--- src/rtl/wash_motor_drv.sv ---
// ============================================================================
//  Module  : wash_motor_drv
//  Brief   : Drum-motor H-bridge driver with break-before-make dead interval,
//            illegal-command fault trap and optional end-of-cycle buzzer
//            (enabled by defining WASH_DRV_BUZZER_EN).
//  Rev     : 1.0 - initial release
// ============================================================================
`default_nettype none

module wash_motor_drv #(
  parameter int DEAD_CYC = 2,
  parameter int CNT_W    = 4,
  parameter int BUZZ_CYC = 3
) (
  input  logic       clk,
  input  logic       rst_n,
  input  logic [1:0] motor,
  input  logic       compl_n,
  output logic       hb_fwd,
  output logic       hb_rev,
  output logic       busy,
  output logic       fault,
  output logic       buzz
);

  typedef enum logic [2:0] {
    S_IDLE  = 3'd0,
    S_FWD   = 3'd1,
    S_REV   = 3'd2,
    S_DEAD  = 3'd3,
    S_FAULT = 3'd4
  } state_t;

  localparam logic [1:0] CMD_STOP = 2'b00;
  localparam logic [1:0] CMD_FWD  = 2'b01;
  localparam logic [1:0] CMD_REV  = 2'b10;
  localparam logic [1:0] CMD_ILL  = 2'b11;

  state_t           state_q, state_d;
  logic [CNT_W-1:0] cnt_q, cnt_d;
  logic [1:0]       cmd;
  logic             hb_fwd_q, hb_rev_q, busy_q, fault_q;

  // A completed wash always forces a stop command.
  assign cmd = compl_n ? motor : CMD_STOP;

  always_comb begin
    state_d = state_q;
    cnt_d   = cnt_q;
    unique case (state_q)
      S_IDLE: begin
        unique case (cmd)
          CMD_FWD: state_d = S_FWD;
          CMD_REV: state_d = S_REV;
          CMD_ILL: state_d = S_FAULT;
          default: state_d = S_IDLE;
        endcase
      end
      S_FWD: begin
        if (cmd == CMD_ILL) begin
          state_d = S_FAULT;
        end else if (cmd != CMD_FWD) begin
          state_d = S_DEAD;
          cnt_d   = CNT_W'(DEAD_CYC - 1);
        end
      end
      S_REV: begin
        if (cmd == CMD_ILL) begin
          state_d = S_FAULT;
        end else if (cmd != CMD_REV) begin
          state_d = S_DEAD;
          cnt_d   = CNT_W'(DEAD_CYC - 1);
        end
      end
      S_DEAD: begin
        if (cmd == CMD_ILL) begin
          state_d = S_FAULT;
        end else if (cnt_q != '0) begin
          cnt_d = cnt_q - CNT_W'(1);
        end else begin
          unique case (cmd)
            CMD_FWD: state_d = S_FWD;
            CMD_REV: state_d = S_REV;
            default: state_d = S_IDLE;
          endcase
        end
      end
      S_FAULT: begin
        if (cmd == CMD_STOP) state_d = S_IDLE;
      end
      default: begin
        state_d = S_IDLE;
        cnt_d   = '0;
      end
    endcase
  end

  // Outputs are registered copies of the next-state decode, so they are a
  // pure function of the state register without any combinational glitching.
  always_ff @(posedge clk) begin
    if (!rst_n) begin
      state_q  <= S_IDLE;
      cnt_q    <= '0;
      hb_fwd_q <= 1'b0;
      hb_rev_q <= 1'b0;
      busy_q   <= 1'b0;
      fault_q  <= 1'b0;
    end else begin
      state_q  <= state_d;
      cnt_q    <= cnt_d;
      hb_fwd_q <= (state_d == S_FWD);
      hb_rev_q <= (state_d == S_REV);
      busy_q   <= (state_d == S_DEAD);
      fault_q  <= (state_d == S_FAULT);
    end
  end

  assign hb_fwd = hb_fwd_q;
  assign hb_rev = hb_rev_q;
  assign busy   = busy_q;
  assign fault  = fault_q;

`ifdef WASH_DRV_BUZZER_EN
  logic             compl_q;
  logic             buzz_q;
  logic [CNT_W-1:0] bcnt_q;

  always_ff @(posedge clk) begin
    if (!rst_n) begin
      compl_q <= 1'b1;
      buzz_q  <= 1'b0;
      bcnt_q  <= '0;
    end else begin
      compl_q <= compl_n;
      if (compl_q && !compl_n) begin
        buzz_q <= 1'b1;
        bcnt_q <= CNT_W'(BUZZ_CYC - 1);
      end else if (buzz_q) begin
        if (bcnt_q == '0) buzz_q <= 1'b0;
        else              bcnt_q <= bcnt_q - CNT_W'(1);
      end
    end
  end

  assign buzz = buzz_q;
`else
  assign buzz = 1'b0;
`endif

endmodule

`default_nettype wire

--- config.mk ---
export PLATFORM = sky130hd
export DESIGN_NAME = wash_motor_drv
export DESIGN_NICKNAME = d
export VERILOG_FILES = /design/src/rtl/wash_motor_drv.sv
export SDC_FILE = /design/constraint.sdc
export NUM_CORES = 1
export LEC_CHECK = 0
export BUFFER_PORTS_ARGS = -buffer_cell sky130_fd_sc_hd__buf_2
export CORE_MARGIN = 5
export CORE_UTILIZATION = 45
export DETAILED_ROUTE_END_ITERATION = 8
export HOLD_SLACK_MARGIN = 0.15
export PLACE_DENSITY_LB_ADDON = 0.08
export SYNTH_ARGS = -nofsm -noshare
export SYNTH_HDL_FRONTEND = slang
export SYNTH_SLANG_ARGS = --single-unit
--- constraint.sdc ---
create_clock -name clk -period 3.09 [get_ports clk]
set_clock_uncertainty 0.15 [all_clocks]
set_input_delay 0.309 -clock clk [delete_from_list [all_inputs] [get_ports clk]]
set_output_delay 0.309 -clock clk [all_outputs]
set_load 0.01 [all_outputs]
==> flow_summary.json, run 1 <==
{
  "synth_area_leader_cell": "dfxtp_1",
  "finalCritPeriodShare": 0.6479,
  "cts_tree": "built",
  "syn-num-nets": 86,
  "synth-seq-area-share": 0.3277,
  "finalMaxSlewViolations": 0,
  "drt_first_pass_iters": 3,
  "fin_area_um2": 720.7,
  "cts.sinks": 11,
  "ir_drop_v": 0.0003247,
  "total_power_uw": 446.7,
  "worst_r2r_path_depth": 6,
  "synth_ff_type": "dfxtp_1",
  "multi_input_area_um2": 395.4,
  "worst_hold_path_type": "input port to flip-flop",
  "vias": 569,
  "crit_chain": "inv_1 -> ha_1 -> nor3b_2 -> or4_1 -> or4_1 -> a31oi_1",
  "core-area_mm2": 0.001454,
  "path_clk_slew_ns": 0.07,
  "io_buffers": 8,
  "ios": 10,
  "wl_per_cell_um": 12.91,
  "worstReg2RegStart": "cnt_q[0]$_SDFFE_PN0P_",
  "yosys_warnings": 0,
  "p_per_area_mw_per_mm2": 619.8,
  "worst_path_max_delay_cell": "or4_1",
  "cts_resized": 0,
  "cts_root_buffer": "clkbuf_4",
  "nFillCells": 148,
  "slowest_delay_ns": 0.42,
  "crit_fanout": 7,
  "syn_avg_cell_area_um2": 8.505,
  "htreeDepth": 1,
  "drt_wl_total_um": 1317,
  "synth_common_cells": "dfxtp_1, inv_1, a21oi_1, nor2_1, nor2b_1",
  "hold_buffers": 0,
  "die_height_um": 48.64,
  "ys_ff_latch": 11,
  "synth_top_area_frac": 0.3277,
  "cts_buffer_depth": 2,
  "start_kind": "flip-flop",
  "critPathLaunch": "cnt_q[0]$_SDFFE_PN0P_",
  "synth_cell_type_count": 34,
  "antenna_found_initial": 0,
  "arrival_ns": 2.05,
  "syn2layout_area_growth_pct": 7.263,
  "gp_congestion": 0.8449,
  "layout-drive-gt1-share": 0.2209,
  "grt_pass1_vias": 513,
  "setup_viol": 0,
  "row_count": 14,
  "die_w_um": 48.64,
  "grt_pass1_wl_um": 2256,
  "synthCells": 79,
  "die-area_mm2": 0.002366,
  "outcome": "finished clean",
  "syn_area_um2": 671.9,
  "drc": 0,
  "post_drt_via_cell_ratio": 5.578,
  "numCtsBuffers": 3,
  "path_class": "flip-flop to flip-flop",
  "setup_tns_ns": 0,
  "synth_most_common_cell": "dfxtp_1",
  "synth_area_leaders": "dfxtp_1, ha_1, nor2b_1",
  "synth_edf_count": 0,
  "final_nets": 94,
  "crit_required_ns": 3.14,
  "hold_depth": 2,
  "worstSkewPairLatency_ns": 0.27,
  "hold_viol_final": 0,
  "fin_crit_ns": 2.002,
  "track_usage": 0.1182,
  "hpwl_um": 997.5,
  "maxCapViolCount": 0,
  "cpMostUsedCell": "or4_1",
  "initial_core_util": 0.4621,
  "seq_area_um2": 220.2,
  "cts_setup_buffers": 0,
  "globalRouteOverflowTotal": 0,
  "rsz0062_at_grt": "no",
  "critPathCaptureType": "flip-flop",
  "grt_max_degree": 14,
  "antenna_cells": 0,
  "ys_async_sr_fraction": 0,
  "fmax_ghz": 0.4995,
  "hold_start": "rst_n",
  "leakage_nw": 0.2886,
  "placed_area_um2": 694.4,
  "drt-initial-drc-count": 8,
  "postRouteAntennaNets": 0
}
==> placed cells by master, fill, tap and decap left out, types with 3 or more instances in the layout <==
| cell | n |
|---|---|
| a211oi_1 | 3 |
| a21oi_1 | 4 |
| and3_1 | 3 |
| buf_2 | 8 |
| clkbuf_4 | 3 |
| dfxtp_1 | 11 |
| inv_1 | 5 |
| nand2_1 | 3 |
| nand3_1 | 3 |
| nand3b_1 | 3 |
| nor2_1 | 4 |
| nor2b_1 | 4 |
| o21ai_0 | 3 |
| or4_1 | 3 |
==> stage by stage <==
stage / instances / setup WS (ns) / util / hold WS [ns]
final: 102 / 1.088 / 0.4957 / 0.1573
after global routing: 102 / 0.9914 / 0.4957 / 0.1765
after CTS: 102 / 1.082 / 0.4957 / 0.1537
after detailed placement: 98 / 1.101 / 0.4776 / 0.3378
after global placement: 98 / 1.166 / 0.4776 / 0.3376
after floorplan: 79 / 1.221 / - / 0.2765
==> critical path: cells and delay by family, from the launching register on <==
kind / cells / cell delay [ns]
AOI/OAI and AO/OA: 1 / 0.13
adders and majority gates: 1 / 0.19
DFF: 1 / 0.37
and+or+nand+nor: 3 / 1.02
buffers and inverters: 1 / 0.08
==> cell type report <==
type                    count  share of cell area
repair buffers              8             0.05556
flip-flops and latches     11              0.3056
well taps                  16             0.02778
inverters                   5             0.02604
clock buffers               4             0.03646
multi-input cells          58              0.5486
==> logic make-up after synthesis <==
| family | Yosys count | synth area share |
|---|---|---|
| buffers and inverters | 10 | 0.08379 |
| flip-flops | 11 | 0.3277 |
| other | 1 | 0.005581 |
| AND/OR/NAND/NOR | 34 | 0.3166 |
| AO/OA/AOI/OAI | 21 | 0.2290 |
| adder cells (fa/ha/maj) | 2 | 0.03724 |
==> state kept, by name (all words and copies together) (netlist names) <==
name,count
cnt_q,4
state_q,3
busy,1
fault,1
hb_fwd,1
hb_rev,1
==> power by group <==
group	internal, mW	switching [mW]	total [mW]
Combinational	0.0775	0.0858	0.163
Clock	0.0499	0.0481	0.0981
Sequential	0.162	0.0229	0.185
Total	0.290	0.157	0.447
==> routing by layer <==
metal	share of wire	wire length [um]	GRT usage
met5	0	0	0
met2	0.49	646	0.1957
met3	0.034	45	0.02761
met1	0.46	610	0.1429
met4	0.011	14	0.05381
==> worst paths after layout <==
kind / endpoint / slack, ns
worst max-delay path: cnt_q[3]$_SDFFE_PN0P_ / 1.09
worst max register to register: cnt_q[3]$_SDFFE_PN0P_ / 1.09
worst min register to register: cnt_q[1]$_SDFFE_PN0P_ / 0.35
worst min-delay path: cnt_q[0]$_SDFFE_PN0P_ / 0.16
No activity file was read; power rests on OpenSTA's default activity.
==> run 2, diff against run 1 <==
==> constraint.sdc (replaced) <==
create_clock -name clk -period 2 [get_ports clk]
set_clock_uncertainty 0.15 [all_clocks]
set_input_delay 0.2 -clock clk [delete_from_list [all_inputs] [get_ports clk]]
set_output_delay 0.2 -clock clk [all_outputs]
set_load 0.01 [all_outputs]
==> run 2 against run 1 <==
  * Critical path depth is the same
  * Via count up 6.0%
  * Global-route usage up 2.0 points
  * Non-clock buffer count up 4
  * Critical endpoint unchanged
  * Cell area up 5.2%
  * First-iteration DRC count shrank 50%
  * Total power increased by 59%
==> flow_summary.json, run 2 (synthesized netlist as in run 1, its figures left out) <==
{
  "cts.sinks": 11,
  "hold_start": "motor[1]",
  "drt-initial-drc-count": 4,
  "row_count": 14,
  "fin_crit_ns": 1.908,
  "hpwl_um": 1023,
  "finalMaxSlewViolations": 0,
  "nFillCells": 151,
  "crit_fanout": 4,
  "multi_input_area_um2": 395.4,
  "rrSetupSlack_ns": 0.09,
  "r2r-end": "cnt_q[3]$_SDFFE_PN0P_",
  "ios": 10,
  "ir_drop_v": 0.0005405,
  "setup_viol": 0,
  "largest_registers": "cnt_q: 4 flops, state_q: 3 flops",
  "worst_r2r_path_depth": 6,
  "worst_slack_ns": 0.09178,
  "start_kind": "flip-flop",
  "mostFrequentLayoutCells": "dfxtp_1, buf_2, inv_1",
  "layout-drive-gt1-share": 0.2556,
  "grt_max_degree": 12,
  "seq_area_um2": 222.7,
  "cts_buffer_depth": 2,
  "maxCapViolCount": 0,
  "antenna_cells": 0,
  "hold_viol_final": 0,
  "gp_congestion": 0.7974,
  "worstSkewPairLatency_ns": 0.28,
  "io_buffers": 8,
  "largest_reg_flops": 4,
  "fmax_ghz": 0.5240,
  "htreeDepth": 1,
  "path_clk_slew_ns": 0.08,
  "globalRouteOverflowTotal": 0,
  "vias": 603,
  "post_drt_via_cell_ratio": 5.689,
  "worstReg2RegStart": "cnt_q[0]$_SDFFE_PN0P_",
  "track_usage": 0.1383,
  "die-area_mm2": 0.002366,
  "die_height_um": 48.64,
  "drc": 0,
  "wl_per_cell_um": 13.56,
  "hold_depth": 3,
  "drt_wl_total_um": 1437,
  "top_register": "cnt_q",
  "setup_tns_ns": 0,
  "final_common_cell": "dfxtp_1",
  "dp_slack_ns": 0.06972,
  "cts_tree": "built",
  "cts_root_buffer": "clkbuf_4",
  "core-area_mm2": 0.001454,
  "outcome": "finished clean",
  "antenna_found_initial": 0,
  "syn2layout_area_growth_pct": 12.85,
  "worst_hold_path_type": "input port to flip-flop",
  "die_w_um": 48.64,
  "rsz0062_at_grt": "no",
  "drt_first_pass_iters": 4,
  "critPathCaptureType": "flip-flop",
  "grt_pass1_wl_um": 2628,
  "p_per_area_mw_per_mm2": 936.5,
  "arrival_ns": 1.97,
  "grt_pass1_vias": 580,
  "postRouteAntennaNets": 0,
  "final_nets": 98,
  "path_class": "flip-flop to flip-flop",
  "whs_endpoint": "fault$_SDFF_PN0_",
  "crit_required_ns": 2.06,
  "finalCritPeriodShare": 0.9541,
  "numCtsBuffers": 3,
  "leakage_nw": 0.3076,
  "initial_core_util": 0.4621
}
## run 2: worst max path at each step
stage / from / endpoint / slack [ns] / cells past startpoint
global placement: cnt_q[0]$_SDFFE_PN0P_ / cnt_q[3]$_SDFFE_PN0P_ / 0.12 / 6
CTS: cnt_q[0]$_SDFFE_PN0P_ / cnt_q[3]$_SDFFE_PN0P_ / 0.05 / 6
finish: cnt_q[0]$_SDFFE_PN0P_ / cnt_q[3]$_SDFFE_PN0P_ / 0.09 / 6
detailed placement: cnt_q[0]$_SDFFE_PN0P_ / cnt_q[3]$_SDFFE_PN0P_ / 0.07 / 6
floorplan: cnt_q[0]$_SDFFE_PN0P_ / cnt_q[3]$_SDFFE_PN0P_ / 0.13 / 6
global route: cnt_q[0]$_SDFFE_PN0P_ / cnt_q[3]$_SDFFE_PN0P_ / 0.02 / 6
## run 2: timing repair
action | CTS | global route
resized for setup | 0 | 2
setup buffers | 0 | 0
hold endpoints to repair | 6 | 0
hold buffers | 2 | 0
setup endpoints to repair | 0 | 1
## run 2: routing by layer
metal	share of wire	wire length, um	vias to the layer above	track usage
met2	0.50	712	8	0.2283
met5	0	0	-	0
met4	0.019	28	0	0.06726
met3	0.034	49	4	0.03681
li1	-	-	314	-
met1	0.45	646	277	0.1630
## run 2: area by class of cell
type / count / share of cell area
Clock buffer: 4 / 0.03465
Inverter: 5 / 0.02475
Multi-Input combinational cell: 58 / 0.5215
Sequential cell: 11 / 0.2937
Tap cell: 16 / 0.02640
Timing Repair Buffer: 12 / 0.09901
## run 2: power breakdown
group,internal (mW),switching [mW]
sequential,0.252,0.0362
clock,0.0773,0.0792
combinational,0.129,0.136
## run 2: critical path, stage by stage (launching register included)
cell and delay (ns):
dfxtp_2 0.35, inv_1 0.06, ha_1 0.19, nor3b_2 0.16, or4_1 0.41, or4_1 0.40
a31oi_1 0.13
## run 2: through the flow
stage	hold WS [ns]	power, mW	util	std cells	cell area [um^2]
final	0.2774	0.7100	0.5215	106	758.2
after global placement	0.3259	0.5510	0.4880	100	709.4
after floorplan	0.1675	0.4976	-	79	671.9
after global routing	0.2995	0.7764	0.5215	106	758.2
after CTS	0.2703	0.7159	0.5198	106	755.7
after detailed placement	0.3380	0.5532	0.4880	100	709.4
